==> src/rtl/vga_fb_arbiter.sv <==
// Framebuffer arbiter: copies one display line into the scan-out line buffer
// while granting the game-logic writer a guaranteed slot every WR_PERIOD cycles.
module vga_fb_arbiter #(
    parameter int ADDR_W     = 17,
    parameter int DATA_W     = 8,
    parameter int LINE_WORDS = 80,
    parameter int LB_ADDR_W  = 7,
    parameter int WR_PERIOD  = 4,
    parameter int FB_BASE    = 0
) (
    input  logic                 clk,
    input  logic                 reset,
    input  logic                 line_req,
    input  logic [9:0]           line_num,
    input  logic                 wr_valid,
    output logic                 wr_ready,
    input  logic [ADDR_W-1:0]    wr_addr,
    input  logic [DATA_W-1:0]    wr_data,
    output logic [ADDR_W-1:0]    mem_addr,
    output logic                 mem_we,
    output logic [DATA_W-1:0]    mem_wdata,
    input  logic [DATA_W-1:0]    mem_rdata,
    output logic                 lb_we,
    output logic [LB_ADDR_W-1:0] lb_addr,
    output logic [DATA_W-1:0]    lb_data,
    output logic                 fetch_busy,
    output logic                 fetch_done,
    output logic                 overrun
);
    localparam int SLOT_W = $clog2(WR_PERIOD);

    typedef enum logic [1:0] {IDLE, FETCH, DRAIN} state_t;

    state_t              state, state_nxt;
    logic [LB_ADDR_W-1:0] idx;
    logic [SLOT_W-1:0]   slot_ctr;
    logic [ADDR_W-1:0]   line_base;
    logic                slot_hit, rd_issue, last_word;

    assign slot_hit  = (state == FETCH) && (slot_ctr == SLOT_W'(WR_PERIOD - 1));
    assign last_word = (idx == LB_ADDR_W'(LINE_WORDS - 1));
    assign lb_data   = mem_rdata;

    always_comb begin
        state_nxt = state;
        rd_issue  = 1'b0;
        wr_ready  = 1'b0;
        mem_we    = 1'b0;
        mem_addr  = '0;
        mem_wdata = '0;
        case (state)
            IDLE, DRAIN: begin
                wr_ready  = 1'b1;
                mem_we    = wr_valid;
                mem_addr  = wr_addr;
                mem_wdata = wr_data;
                if (state == DRAIN)
                    state_nxt = IDLE;
                else if (line_req)
                    state_nxt = FETCH;
            end
            FETCH: begin
                wr_ready = slot_hit;
                if (slot_hit && wr_valid) begin
                    mem_we    = 1'b1;
                    mem_addr  = wr_addr;
                    mem_wdata = wr_data;
                end else begin
                    // unused writer slots fall through to the fetch
                    rd_issue = 1'b1;
                    mem_addr = line_base + ADDR_W'(idx);
                    if (last_word)
                        state_nxt = DRAIN;
                end
            end
            default: state_nxt = IDLE;
        endcase
        if (!reset) begin
            wr_ready  = 1'b0;
            mem_we    = 1'b0;
            mem_addr  = '0;
            mem_wdata = '0;
        end
    end

    assign fetch_busy = reset && (state != IDLE);

    always_ff @(posedge clk or negedge reset) begin
        if (!reset) begin
            state      <= IDLE;
            idx        <= '0;
            slot_ctr   <= '0;
            line_base  <= '0;
            lb_we      <= 1'b0;
            lb_addr    <= '0;
            fetch_done <= 1'b0;
            overrun    <= 1'b0;
        end else begin
            state      <= state_nxt;
            lb_we      <= rd_issue;
            fetch_done <= rd_issue && last_word;
            overrun    <= line_req && (state != IDLE);
            if (rd_issue)
                lb_addr <= idx;
            if (state == IDLE && line_req) begin
                line_base <= ADDR_W'(FB_BASE + int'(line_num) * LINE_WORDS);
                idx       <= '0;
                slot_ctr  <= '0;
            end else if (state == FETCH) begin
                slot_ctr <= slot_hit ? '0 : slot_ctr + 1'b1;
                if (rd_issue)
                    idx <= idx + 1'b1;
            end
        end
    end
endmodule

==> config.mk <==
export PLATFORM = sky130hd
export DESIGN_NAME = vga_fb_arbiter
export DESIGN_NICKNAME = d
export VERILOG_FILES = /design/src/rtl/vga_fb_arbiter.sv
export SDC_FILE = /design/constraint.sdc
export NUM_CORES = 1
export LEC_CHECK = 0
export ABC_AREA = 1
export CORE_ASPECT_RATIO = 1.4
export CORE_MARGIN = 1.5
export CORE_UTILIZATION = 46
export DETAILED_ROUTE_END_ITERATION = 7
export PLACE_DENSITY = 0.82
export SLEW_MARGIN = 5
export SYNTH_ARGS = -nofsm -noshare
export SYNTH_HDL_FRONTEND = slang
export SYNTH_SLANG_ARGS = --single-unit
==> constraint.sdc <==
create_clock -name clk -period 2.01 [get_ports clk]
set_clock_uncertainty 0.05 [all_clocks]
set_input_delay 0.201 -clock clk [delete_from_list [all_inputs] [get_ports clk]]
set_output_delay 0.201 -clock clk [all_outputs]
set_load 0.05 [all_outputs]
==> out/summary.txt <==
CTS Buf Count: 5
fill cell count: 297
P_leak: 2.05 nW
Max VDD drop: 0.698 mV
Sw Ratio: 50.4%
crit path DAT: 2.44 ns
sw power: 3.52 mW
commonest non-fill, non-tap cell in the layout: nand2_1
FF-to-FF Start: slot_ctr[0]
hold slack: 0.320 ns
FF-to-FF setup slack: 0.07 ns
number of I/O pins: 93
die height: 92.1 um
GRT Residual Overflow: 0
status: complete, but fails checks
distinct cell type count after synthesis: 34
WP data required: 1.76 ns
Pwr Density: 1560 nW/um2
largest net degree at the start of global routing: 35
GRT Total Usage: 27.8%
post-route total power: 6.99 mW
post-DR vias/cell: 5.69
Worst setup SP type: register
first-pass GRT wire length: 13,100 um
top achievable clock speed: 371 MHz
dpl hpwl: 5480 um
RSZ-0062 raised after global routing: yes
CTS Hold Bufs: 0
post-synthesis sequential area ratio: 32.6%
final wirelength: 9750 um
synthesized cell area: 2610 um2
worst min path class: in -> async
Clock transition at path regs: 0.08 ns
die footprint: 6140 um2
Worst Setup End Kind: primary output
clock sink total: 34
Clk pwr share: 7.8%
slew margin rel.: 47.1%
Crit Path Max Fanout: 3
Gate power share: 73.3%
setup ws final: -0.685 ns
synthesized flop and latch total: 34
port buffer count: 76
part of the power in registers: 18.9%
internal power: 3.46 mW
final setup fails: 17
cells after synthesis: 369
die width: 66.7 um
CTS H-tree depth: 2
root buf cell: clkbuf_8
1st-iter DRT viols: 267
endpoints failing hold: 0
drt drc: 0
CTS tree: built
initial antenna violation count: 0
mean post-synth cell area: 7.07 um2
critical path class: reg -> out
Worst-Skew Late Latency: 0.30 ns
Mapped Nets: 439
# rows: 32
Core Area: 5490 um2
failing checks: setup timing
final net count: 552
share of cells above drive strength 1: 33.1%
Tmin final: 2.69 ns
via count: 3,137
area grow syn2layout: 71.1%
vias in the first global route: 2,918
Synth Warn #: 0
Least-Margin Pin Slew: 0.793 ns
commonest non-fill, non-tap cells in the layout: nand2_1, clkdlybuf4s50_1, buf_4, nor2_1
WL per Instance: 17.7 um
Starting Density: 47.6%
antenna cell count: 0
RD Place Congestion: 0.845
Slew Limit Fails: 0
Final Cycle Share: 134%
CP Launch Point: idx[5]
CTS Buffer Depth: 2
DRT Pass-1 Iters: 5
number of max-cap violations: 0
Detail Route Antenna Nets: 0
-- state kept, by name, summed over array words and instances, names as in the netlist --
signal      count
line_base      13
idx             7
lb_addr         7
slot_ctr        2
state           2
fetch_done      1
lb_we           1
overrun         1
-- repair_timing --
item / in CTS / in global routing
pin swaps: 14 / 19
cloned: 1 / 2
setup buffers: 11 / 12
gates resized for setup: 36 / 28
endpoints found under the setup margin: 26 / 27
endpoints found under the hold margin: 0 / 0
-- stage by stage --
step	utilization, %	instance area (um2)	setup TNS, ns	setup WS [ns]	cells
finish	81.4	4470	-4.21	-0.685	551
global route	81.4	4470	-5.43	-0.739	551
CTS	77.1	4230	-2.95	-0.408	538
detailed placement	71.1	3900	-1.86	-0.305	519
global placement	71.1	3900	-1.03	-0.230	519
floorplan	-	2730	-0.244	-0.175	369
-- path summary, 6_finish.rpt --
check	to	cells past startpoint
max	mem_addr[10]	10
min	idx[1]	2
max reg2reg	idx[4]	10
min reg2reg	lb_addr[3]	2
max in group asynchronous	state[0]	2
min in group clk	lb_data[0]	0
-- synthesized netlist by cell type --
cell      number  area share (%)
clkbuf_1       1            0.14
nand3_4        1            0.67
inv_1         33             4.7
o22ai_1        2            0.48
nand2_4        2            0.86
xnor2_1        3             1.0
o21ai_2        2            0.67
nor3b_1        1            0.29
o31ai_1        1            0.29
o21ai_0       12             2.3
o211ai_1       1            0.29
buf_6          4             1.7
ha_1          21              10
o21ai_1        5            0.96
xor2_1         2            0.67
or2_2          3            0.72
buf_1          1            0.14
nand2_1      119              17
a21oi_1       28             5.4
nand3_1       29             5.6
inv_2          3            0.43
dfrtp_1       34              33
inv_4          1            0.24
buf_2          3            0.58
nor2_2         1            0.24
nand4_1        4            0.96
fa_1           2             1.5
nand2_2        2            0.48
nor2_1        33             4.7
nand3b_1       1            0.29
buf_4          9             2.6
o21bai_1       2            0.58
nor3_1         2            0.38
o21a_1         1            0.29
-- power groups by stage --
stage	registers [mW]	clock network [mW]	logic (mW)
final	1.32	0.542	5.12
after global routing	1.35	0.576	5.38
after CTS	1.25	0.533	4.52
after detailed placement	1.25	0	4.11
after global placement	1.23	0	4.00
after floorplan	1.47	0	2.33
-- cell type report --
cell class              instances  area [um2]  share of cell area, %
inverters                      37         156                   3.50
flip-flops and latches         34         855                   19.1
clock buffers                   7        86.3                   1.93
clock inverters                 1        5.00                  0.112
multi-input cells             283        1850                   41.5
well taps                      68        85.1                   1.91
repair buffers                121        1430                   31.9
-- routing by layer --
layer	GRT usage, %	up-vias	wire length [um]
li1	-	1420	-
met4	14.5	0	527
met2	51.2	198	5240
met3	5.77	62	670
met5	0	-	0
met1	28.3	1457	3310
-- critical path, stage by stage, from the launching register on --
cell,delay (ns)
dfrtp_1,0.45
inv_1,0.11
fa_2,0.40
inv_2,0.09
nand2_2,0.07
nand2_2,0.09
nand2_2,0.08
o21bai_1,0.25
o211ai_1,0.23
a21oi_4,0.19
buf_12,0.16
-- logic make-up (layout without fill, tap and decap cells) --
logic type / after synthesis / in the layout / share of synthesized area (%)
AO/OA/AOI/OAI: 54 / 55 / 11.2
XOR/XNOR: 5 / 5 / 1.68
adder cells (fa/ha/maj): 23 / 23 / 11.6
buffers and inverters: 55 / 166 / 10.6
flip-flops: 34 / 34 / 32.6
AND/OR/NAND/NOR: 198 / 200 / 32.3
Note: power is estimated with default switching activity, not from simulation.
